### config.mk
export PLATFORM = sky130hd
export DESIGN_NAME = lsu_load_sequencer
export DESIGN_NICKNAME = d
export VERILOG_FILES = /design/src/rtl/lsu_load_sequencer.sv
export SDC_FILE = /design/constraint.sdc
export NUM_CORES = 1
export LEC_CHECK = 0
export CORE_MARGIN = 3
export CORE_UTILIZATION = 50
export CTS_BUF_LIST = sky130_fd_sc_hd__clkbuf_8
export DETAILED_ROUTE_END_ITERATION = 7
export GPL_ROUTABILITY_DRIVEN = 1
export PLACE_DENSITY = 0.81
export SYNTH_ARGS = -nofsm -noshare
export SYNTH_HDL_FRONTEND = slang
export SYNTH_SLANG_ARGS = --single-unit
### constraint.sdc
create_clock -name i_clk -period 5.4 [get_ports i_clk]
set_clock_uncertainty 0.15 [all_clocks]
set_input_delay 0.81 -clock i_clk [delete_from_list [all_inputs] [get_ports i_clk]]
set_output_delay 0.81 -clock i_clk [all_outputs]
set_load 0.03 [all_outputs]
### src/rtl/lsu_load_sequencer.sv
// lsu_load_sequencer: multi-cycle sequencer for the zero-extending fixed-point
// loads. It reads the base register, forms the EA, performs one handshaked
// data-cache access and writes the zero-extended result back to RT.
// Bit numbering in comments follows the big-endian convention (bit 0 = MSB).
module lsu_load_sequencer #(
    parameter int unsigned DC_TIMEOUT = 255
) (
    input  logic        i_clk,
    input  logic        i_rst,
    input  logic        i_start,
    input  logic [4:0]  i_rt,
    input  logic [4:0]  i_ra,
    input  logic [63:0] i_disp,
    input  logic        i_use_cia,
    input  logic [63:0] i_cia,
    input  logic        i_32b_mode,
    input  logic [1:0]  i_size,
    output logic [4:0]  o_rf_addr,
    output logic        o_rf_enr,
    input  logic [63:0] i_rf_rdata,
    output logic        o_rf_enw,
    output logic [63:0] o_rf_wdata,
    output logic        o_dc_req_valid,
    input  logic        i_dc_req_ready,
    output logic [63:0] o_dc_addr,
    output logic [1:0]  o_dc_size,
    input  logic        i_dc_rsp_valid,
    input  logic [63:0] i_dc_rsp_data,
    input  logic        i_flush,
    output logic        o_stall,
    output logic        o_done,
    output logic        o_err_invalid,
    output logic        o_err_timeout
);

    localparam int unsigned CNT_W = $clog2(DC_TIMEOUT + 1);

    typedef enum logic [2:0] {
        S_IDLE,
        S_RDRA,
        S_ADDR,
        S_REQ,
        S_WAIT,
        S_WB,
        S_DRAIN
    } state_t;

    state_t       r_state;
    state_t       w_next;

    logic [4:0]   r_rt;
    logic         r_use_ra;
    logic [63:0]  r_disp;
    logic [63:0]  r_base;
    logic         r_32b;
    logic [1:0]   r_size;
    logic [63:0]  r_ea;
    logic [CNT_W-1:0] r_cnt;
    logic [63:0]  r_data;

    logic [4:0]   r_rf_addr;
    logic         r_rf_enr;
    logic         r_rf_enw;
    logic         r_dc_req_valid;
    logic         r_stall;
    logic         r_done;
    logic         r_err_invalid;
    logic         r_err_timeout;

    logic [63:0]  w_base;
    logic [63:0]  w_ea_sum;
    logic [63:0]  w_ea;
    logic [63:0]  w_rsp_ext;
    logic         w_cnt_hit;
    logic         w_err_invalid;
    logic         w_err_timeout;
    logic [4:0]   w_rf_addr;

    // EA formation: carry out of bit 0 drops; 32-bit mode clears bits 0:31.
    assign w_base   = r_use_ra ? i_rf_rdata : r_base;
    assign w_ea_sum = w_base + r_disp;
    assign w_ea     = r_32b ? {32'd0, w_ea_sum[31:0]} : w_ea_sum;
    assign w_cnt_hit = (r_cnt == CNT_W'(DC_TIMEOUT - 1));

    // Zero-extend the right-justified response to the access size.
    always_comb begin
        w_rsp_ext = 64'd0;
        case (r_size)
            2'b00:   w_rsp_ext = {56'd0, i_dc_rsp_data[7:0]};
            2'b01:   w_rsp_ext = {48'd0, i_dc_rsp_data[15:0]};
            2'b10:   w_rsp_ext = {32'd0, i_dc_rsp_data[31:0]};
            default: w_rsp_ext = i_dc_rsp_data;
        endcase
    end

    // Next-state and error-pulse decode.
    always_comb begin
        w_next        = r_state;
        w_err_invalid = 1'b0;
        w_err_timeout = 1'b0;
        case (r_state)
            S_IDLE: begin
                if (i_start) begin
                    if (i_use_cia && (i_ra != 5'd0)) w_err_invalid = 1'b1;
                    else if (i_ra != 5'd0)           w_next = S_RDRA;
                    else                             w_next = S_ADDR;
                end
            end
            S_RDRA: w_next = i_flush ? S_IDLE : S_ADDR;
            S_ADDR: w_next = i_flush ? S_IDLE : S_REQ;
            S_REQ: begin
                if (i_flush) begin
                    w_next = i_dc_req_ready ? S_DRAIN : S_IDLE;
                end else if (i_dc_req_ready) begin
                    w_next = S_WAIT;
                end else if (w_cnt_hit) begin
                    w_next        = S_IDLE;
                    w_err_timeout = 1'b1;
                end
            end
            S_WAIT: begin
                if (i_flush) begin
                    w_next = i_dc_rsp_valid ? S_IDLE : S_DRAIN;
                end else if (i_dc_rsp_valid) begin
                    w_next = S_WB;
                end else if (w_cnt_hit) begin
                    w_next        = S_DRAIN;
                    w_err_timeout = 1'b1;
                end
            end
            S_WB:    w_next = S_IDLE;
            S_DRAIN: if (i_dc_rsp_valid) w_next = S_IDLE;
            default: w_next = S_IDLE;
        endcase
    end

    // Register-file index follows the state being entered.
    always_comb begin
        w_rf_addr = 5'd0;
        if (w_next == S_RDRA)    w_rf_addr = i_ra;
        else if (w_next == S_WB) w_rf_addr = r_rt;
    end

    // State register.
    always_ff @(posedge i_clk) begin
        if (i_rst) r_state <= S_IDLE;
        else       r_state <= w_next;
    end

    // Operand latch, EA, timeout counter and response capture.
    always_ff @(posedge i_clk) begin
        if (i_rst) begin
            r_rt     <= 5'd0;
            r_use_ra <= 1'b0;
            r_disp   <= 64'd0;
            r_base   <= 64'd0;
            r_32b    <= 1'b0;
            r_size   <= 2'b00;
            r_ea     <= 64'd0;
            r_cnt    <= '0;
            r_data   <= 64'd0;
        end else begin
            if (r_state == S_IDLE && i_start) begin
                r_rt     <= i_rt;
                r_use_ra <= (i_ra != 5'd0);
                r_disp   <= i_disp;
                r_base   <= i_use_cia ? i_cia : 64'd0;
                r_32b    <= i_32b_mode;
                r_size   <= i_size;
            end
            if (r_state == S_ADDR) begin
                r_ea  <= w_ea;
                r_cnt <= '0;
            end else if (r_state == S_REQ || r_state == S_WAIT) begin
                r_cnt <= r_cnt + CNT_W'(1);
            end
            if (r_state == S_WAIT && i_dc_rsp_valid) r_data <= w_rsp_ext;
        end
    end

    // Registered control outputs, decoded from the state being entered.
    always_ff @(posedge i_clk) begin
        if (i_rst) begin
            r_rf_addr      <= 5'd0;
            r_rf_enr       <= 1'b0;
            r_rf_enw       <= 1'b0;
            r_dc_req_valid <= 1'b0;
            r_stall        <= 1'b0;
            r_done         <= 1'b0;
            r_err_invalid  <= 1'b0;
            r_err_timeout  <= 1'b0;
        end else begin
            r_rf_addr      <= w_rf_addr;
            r_rf_enr       <= (w_next == S_RDRA);
            r_rf_enw       <= (w_next == S_WB);
            r_dc_req_valid <= (w_next == S_REQ);
            r_stall        <= (w_next inside {S_RDRA, S_ADDR, S_REQ, S_WAIT, S_DRAIN});
            r_done         <= (w_next == S_WB);
            r_err_invalid  <= w_err_invalid;
            r_err_timeout  <= w_err_timeout;
        end
    end

    assign o_rf_addr      = r_rf_addr;
    assign o_rf_enr       = r_rf_enr;
    assign o_rf_enw       = r_rf_enw;
    assign o_rf_wdata     = r_data;
    assign o_dc_req_valid = r_dc_req_valid;
    assign o_dc_addr      = r_ea;
    assign o_dc_size      = r_size;
    assign o_stall        = r_stall;
    assign o_done         = r_done;
    assign o_err_invalid  = r_err_invalid;
    assign o_err_timeout  = r_err_timeout;

endmodule

==> results of run 1 <==
-- sequential cells by signal, summed over array words and instances, names as in the netlist --
signal / count
o_dc_addr: 64
o_rf_wdata: 64
r_base: 64
r_disp: 64
r_cnt: 8
o_rf_addr: 5
r_rt: 5
r_state: 3
o_dc_size: 2
o_dc_req_valid: 1
o_done: 1
o_err_invalid: 1
o_err_timeout: 1
o_rf_enr: 1
o_stall: 1
r_32b: 1
r_use_ra: 1
-- synth_stat cells (12+ instances only) --
library cell,count
a21o_1,43
nor2_1,53
nand2_1,417
clkbuf_1,108
nand3_1,137
o21ai_0,65
a211oi_1,12
nand4_1,21
inv_1,16
dfxtp_1,287
and3_1,14
a21oi_1,313
buf_1,17
mux2_2,63
o21bai_1,15
nor3_1,14
xor2_1,22
ha_1,65
xnor2_1,36
-- worst reg2reg max path, stage by stage (launching register included) --
cell and delay, ns:
dfxtp_2 0.39, buf_4 0.38, mux2_2 0.43, ha_1 0.40, a21o_1 0.26, a2111oi_0 0.39
o21ai_0 0.18, a22oi_1 0.23, o2111ai_1 0.21, a21oi_1 0.34, o21ai_1 0.21, a21boi_1 0.23
xor2_1 0.19, o21ai_1 0.08
-- how the worst max path moves through the flow --
| stage | endpoint | slack (ns) | from | cells past startpoint |
|---|---|---|---|---|
| after floorplan | o_dc_addr[62] | 1.38 | r_use_ra | 15 |
| after global placement | o_dc_addr[50] | 0.81 | i_rf_rdata[0] | 14 |
| after detailed placement | o_dc_addr[58] | 0.78 | i_rf_rdata[0] | 14 |
| after CTS | o_dc_addr[52] | 1.23 | r_use_ra | 13 |
| after global routing | o_dc_addr[52] | 0.91 | r_use_ra | 13 |
| final | o_dc_addr[52] | 1.16 | r_use_ra | 13 |
-- layout make-up --
type,count,area (um^2)
multi-input combinational,1416,8190
inverter,16,60.1
antenna,1,2.50
fill,2257,8280
clock inverter,24,238
clock buffer,65,895
sequential,287,5750
tap,378,473
timing repair buffer,431,4280
-- kinds of logic (layout without fill, tap and decap cells) --
logic type      Yosys count  count (layout)  synth area share [%]
simple gates            701             701                  21.0
compound gates          518             518                  20.5
flops                   287             287                  39.6
buf+inv                 153             536                  4.12
mux                      73              73                  5.58
fa+ha+maj                66              66                  5.74
xor+xnor                 58              58                  3.50
other cells               0               1                     0
-- layer usage --
layer	GRT usage (%)	share of wire, %	up-vias
li1	-	-	7181
met1	36.0	41	6859
met2	51.0	48	565
met3	7.85	8.6	99
met4	9.62	3.2	0
met5	0	0	-
-- through the flow --
step           total power, mW  std cells
4_1_cts                   5.46       2617
3_5_place_dp              3.22       2528
5_1_grt                   5.65       2618
6_report                  5.42       2618
3_3_place_gp              3.21       2528
2_1_floorplan             2.84       1856
-- power groups by stage --
stage	sequential (mW)	clock, mW	combinational, mW
finish	2.23	2.23	0.959
CTS	2.23	2.27	0.955
global placement	2.27	0	0.941
global route	2.24	2.37	1.04
detailed placement	2.28	0	0.946
floorplan	2.29	0	0.546
==> reports/qor.csv, run 1 <==
stage,metric,value,unit
critical_path,regToRegEndpoint,o_dc_addr[52],
placed_design,pre_cts_ws,0.783,ns
global_routing,overflow,0,
layout,final_nets,2544,
sta,final.setup.worst_slack,1.16,ns
power_and_ir_drop,ir_worst_vdd,0.223,mV
clocking,clk_path_buf_depth,3,
yosys,synth_top_area_cell,dfxtp_1,
clocking,postCtsHoldBufs,0,
critical_path,cp_slowest_cell,mux2_2,
yosys,async_flop_share,0,%
critical_path,path_cells,"buf_4, mux2_2, ha_1, a21o_1, a2111oi_0, o21ai_0, a22oi_1, o2111ai_1, a21oi_1, o21ai_1, a21boi_1, xor2_1, o21ai_1",
sta,hold_ws,0.296,ns
placed_design,hpwl,34.9,mm
global_routing,track_usage,29.6,%
clocking,cts_made_buffers,50,
power_and_ir_drop,seqPwrFrac,41.2,%
critical_path,cp.arrival,4.50,ns
placed_design,routabilityCongestion,0.936,
yosys,syn_nets,2198,
power_and_ir_drop,p_leak,7.66,nW
clocking,htreeDepth,2,
drt,wl,47.9,mm
power_and_ir_drop,comb_power_share,17.7,%
layout,final_common_cell,nand2_1,
die,core_area,28200,um^2
placed_design,portBuffers,417,
critical_path,slowest_delay,0.41,ns
sta,tightest_slew,1.08,ns
global_routing,grt_pass1_vias,14628,
drt,drtAntennaViolNets,0,
critical_path,crit_required,5.66,ns
layout,utilization,70.6,%
clocking,clock_latency,0.57,ns
drt,via_per_inst,5.62,
clocking,cts_resized,0,
die,initial_core_util,51.5,%
run_status,outcome,"finished, final reports clean",
sta,slew_headroom,27.3,%
min_path,hp-start,r_base[5],
die,ios,418,
drt,drtPass1Iterations,5,
flow_run,maxCapViolCount,0,
yosys,seq_area_frac_synth,39.6,%
yosys,synth_top_area_share,39.6,%
global_routing,grt_first_pass_wirelength,75.5,mm
yosys,synth_seq_cells,287,
power_and_ir_drop,cellPowerDensity,273,nW/um^2
sta,finalSetupTns,0,ns
layout,drive_gt1_share,7.73,%
power_and_ir_drop,p_int,3.95,mW
sta,setup_violations,0,
critical_path,cp_common_cell,o21ai_1,
critical_path,start_kind,flip-flop,
yosys,ys.flop_type,dfxtp_1,
die,die_w,176,um
yosys,yosysWarnings,0,
sta,min_period_over_period,78.5,%
clocking,cts_sinks,287,
critical_path,reg2reg_depth,13,
critical_path,worst_path_dominant_cell_family,compound AO/OA/AOI/OAI gates,
yosys,ys_types,65,
sta,hold_violations,0,
sta,maxSlewViolCount,0,
critical_path,rrSetupSlack,1.16,ns
sta,rsz0062_at_grt,no,
layout,final_cell_mix,"nand2_1, clkdlybuf4s50_1, a21oi_1",
critical_path,path_buf_inv,1,
min_path,hold_depth,2,
placed_design,place_area,18700,um^2
clocking,clk_pin_slew,0.06,ns
global_routing,grt_max_degree,145,
critical_path,crit_type,reg2reg,
die,die_h,176,um
min_path,worst_hold_path_type,reg2reg,
yosys,syn_area,14500,um^2
yosys,synthTopCellsByArea,"dfxtp_1, a21oi_1, nand2_1, ha_1, mux2_2",
die,num_rows,61,
layout,stdcell_area,19900,um^2
power_and_ir_drop,p_switching,1.47,mW
drt,routedWlPerCell,18.3,um
yosys,netlist_instances,1856,
drt,drt_iter0_markers,812,
critical_path,crit_fanout,27,
yosys,synth-edff-count,0,
global_routing,antenna_found_initial,1,
yosys,syn_area_per_cell,7.82,um^2
critical_path,end_kind,flip-flop,
clocking,clock-root-buffer,clkbuf_8,
critical_path,rr_startpoint,r_use_ra,
die,die-area,31100,um^2
sta,clock.fmax,236,MHz
clocking,cts_tree,yes,
sta,fin_crit,4.24,ns
drt,drc,0,
clocking,post-cts-setup-buffers,0,
min_path,whs_endpoint,r_base[5],
power_and_ir_drop,p_sw_share,27.1,%
drt,num_vias,14704,
power_and_ir_drop,power_frac_clock,41.1,%
layout,syn2layout_area_growth,37.0,%
Note: power is estimated with default switching activity, not from simulation.
==> inputs of run 2 (changes only) <==
Settings changed: CORE_UTILIZATION 50 to 45, PLACE_DENSITY 0.81 to 0.77.
Clock period 5.4 ns to 3.65 ns, I/O delays scaled along.
==> run 2 against run 1 <==
Compared with the run above:
- fmax increased by 18%
- combinational power increased by 85%
- highest routed layer unchanged
- die area is 11% higher
- critical path depth rose by 2
- largest cell class unchanged
- largest power group is now the clock network
- sequential cell count unchanged
==> reports/qor.csv, run 2 (synthesis results as in run 1) <==
stage,metric,value,unit,change
drt,routedWlPerCell,18.4,um,+0.70%
critical_path,start_kind,flip-flop,,
global_routing,grt_max_degree,102,,-30%
critical_path,crit_required,3.94,ns,-1.72 ns
clocking,clock_latency,0.59,ns,+0.02 ns
critical_path,crit_fanout,4,,-85%
power_and_ir_drop,cellPowerDensity,388,nW/um^2,+42%
die,die_w,186,um,+5.2%
layout,final_common_cell,nand2_1,,
die,num_rows,65,,+6.6%
die,initial_core_util,45.9,%,-5.7 points
sta,rsz0062_at_grt,yes,,
critical_path,cp.arrival,3.88,ns,-0.62 ns
placed_design,portBuffers,417,,unchanged
sta,finalSetupTns,0,ns,unchanged
power_and_ir_drop,ir_worst_vdd,0.261,mV,+17%
sta,clock.fmax,279,MHz,+18%
drt,num_vias,15308,,+4.1%
sta,slew_headroom,33.3,%,+6.0 points
global_routing,grt_pass1_vias,15018,,+2.7%
power_and_ir_drop,power,8.51,mW,+57%
drt,drtPass1Iterations,4,,-1
clocking,clk_pin_slew,0.06,ns,about the same
placed_design,hpwl,37.7,mm,+8.0%
layout,stdcell_area,21900,um^2,+10%
clocking,htreeDepth,2,,unchanged
clocking,clock-root-buffer,clkbuf_8,,
layout,final_cell_mix,"nand2_1, clkdlybuf4s50_1, a21oi_1",,
sta,fin_crit,3.59,ns,-0.655 ns
critical_path,end_kind,flip-flop,,
min_path,worst_hold_path_type,in2reg,,
drt,drtAntennaViolNets,0,,unchanged
clocking,cts_sinks,287,,unchanged
power_and_ir_drop,p_leak,8.61,nW,+12%
drt,drt_iter0_markers,881,,+8.5%
drt,drc,0,,unchanged
sta,setup_violations,0,,unchanged
global_routing,track_usage,27.8,%,-1.7 points
global_routing,antenna_found_initial,2,,+1
flow_run,maxCapViolCount,0,,unchanged
die,die_h,186,um,+5.2%
die,core_area,31600,um^2,+12%
global_routing,grt_first_pass_wirelength,77.5,mm,+2.6%
sta,maxSlewViolCount,0,,unchanged
layout,final_nets,2709,,+6.5%
die,ios,418,,unchanged
clocking,cts_made_buffers,51,,+2.0%
sta,hold_ws,0.224,ns,-0.0714 ns
global_routing,overflow,0,,unchanged
die,die-area,34400,um^2,+11%
drt,wl,51.9,mm,+8.2%
layout,syn2layout_area_growth,51.1,%,
sta,min_period_over_period,98.2,%,+20 points
clocking,postCtsHoldBufs,0,,unchanged
layout,drive_gt1_share,17.4,%,+9.7 points
sta,hold_violations,0,,unchanged
critical_path,crit_type,reg2reg,,
clocking,cts_tree,yes,,
placed_design,routabilityCongestion,0.896,,-4.3%
drt,via_per_inst,5.44,,-3.1%
layout,utilization,69.3,%,-1.3 points
sta,tightest_slew,1.00,ns,-0.0822 ns
run_status,outcome,"finished, final reports clean",,
placed_design,place_area,20000,um^2,+6.6%
clocking,clk_path_buf_depth,3,,unchanged
run 2: report_power, final:
group / switching, mW / total, mW / internal (mW)
Clock: 1.42 / 3.42 / 2.01
Combinational: 0.857 / 1.77 / 0.918
Sequential: 0.0736 / 3.31 / 3.24
run 2: worst paths after layout:
path | to | slack (ns) | startpoint | cells after the start
worst min-delay path | r_state[0] | 0.22 | i_use_cia | 4
worst max-delay path | o_dc_addr[56] | 0.06 | r_use_ra | 15
worst min register to register | o_dc_addr[26] | 0.30 | o_dc_addr[26] | 2
worst max register to register | o_dc_addr[56] | 0.06 | r_use_ra | 15
run 2: what timing repair did:
action | in CTS | in global routing
setup buffers | 2 | 10
endpoints found under the setup margin | 11 | 38
resized for setup | 15 | 96
gates cloned | 0 | 3
endpoints found under the hold margin | 0 | 0
pin swaps | 5 | 30
run 2: area by class of cell:
class,count,area [um^2]
clock buffer,67,922
antenna,1,2.50
tap,402,503
multi-input combinational,1416,8740
clock inverter,29,263
timing repair buffer,595,5690
sequential,287,5750
inverter,16,60.1
fill,2532,9710
run 2: through the flow:
step           cells  setup WS (ns)
2_1_floorplan   1856       0.000792
5_1_grt         2813        -0.0745
4_1_cts         2799        0.00933
6_report        2813         0.0640
3_3_place_gp    2701         -0.405
3_5_place_dp    2701         -0.463
run 2: critical path, cell delays in order, from the launching register on:
cell	delay, ns
dfxtp_4	0.41
buf_12	0.13
mux2_2	0.33
ha_1	0.22
fa_2	0.38
a211oi_2	0.26
o21ai_1	0.09
o211ai_1	0.22
buf_4	0.20
a21o_4	0.13
o2111ai_2	0.19
a21oi_2	0.25
o21ai_2	0.12
a21oi_2	0.14
xor2_1	0.15
o21ai_0	0.08
run 2: metal layers:
layer,track usage (%),wire (um),vias up
met3,8.07,4300,93
met5,0,0,-
met1,33.3,20700,7201
li1,-,-,7499
met2,48.1,25300,515
met4,9.35,1620,0
==> inputs of run 3 (changes only) <==
Settings changed: CAP_MARGIN set to 20, CTS_CLUSTER_SIZE set to 20.
==> results of run 3 <==
The final DEF is identical to that of run 2; final timing and power are the same.
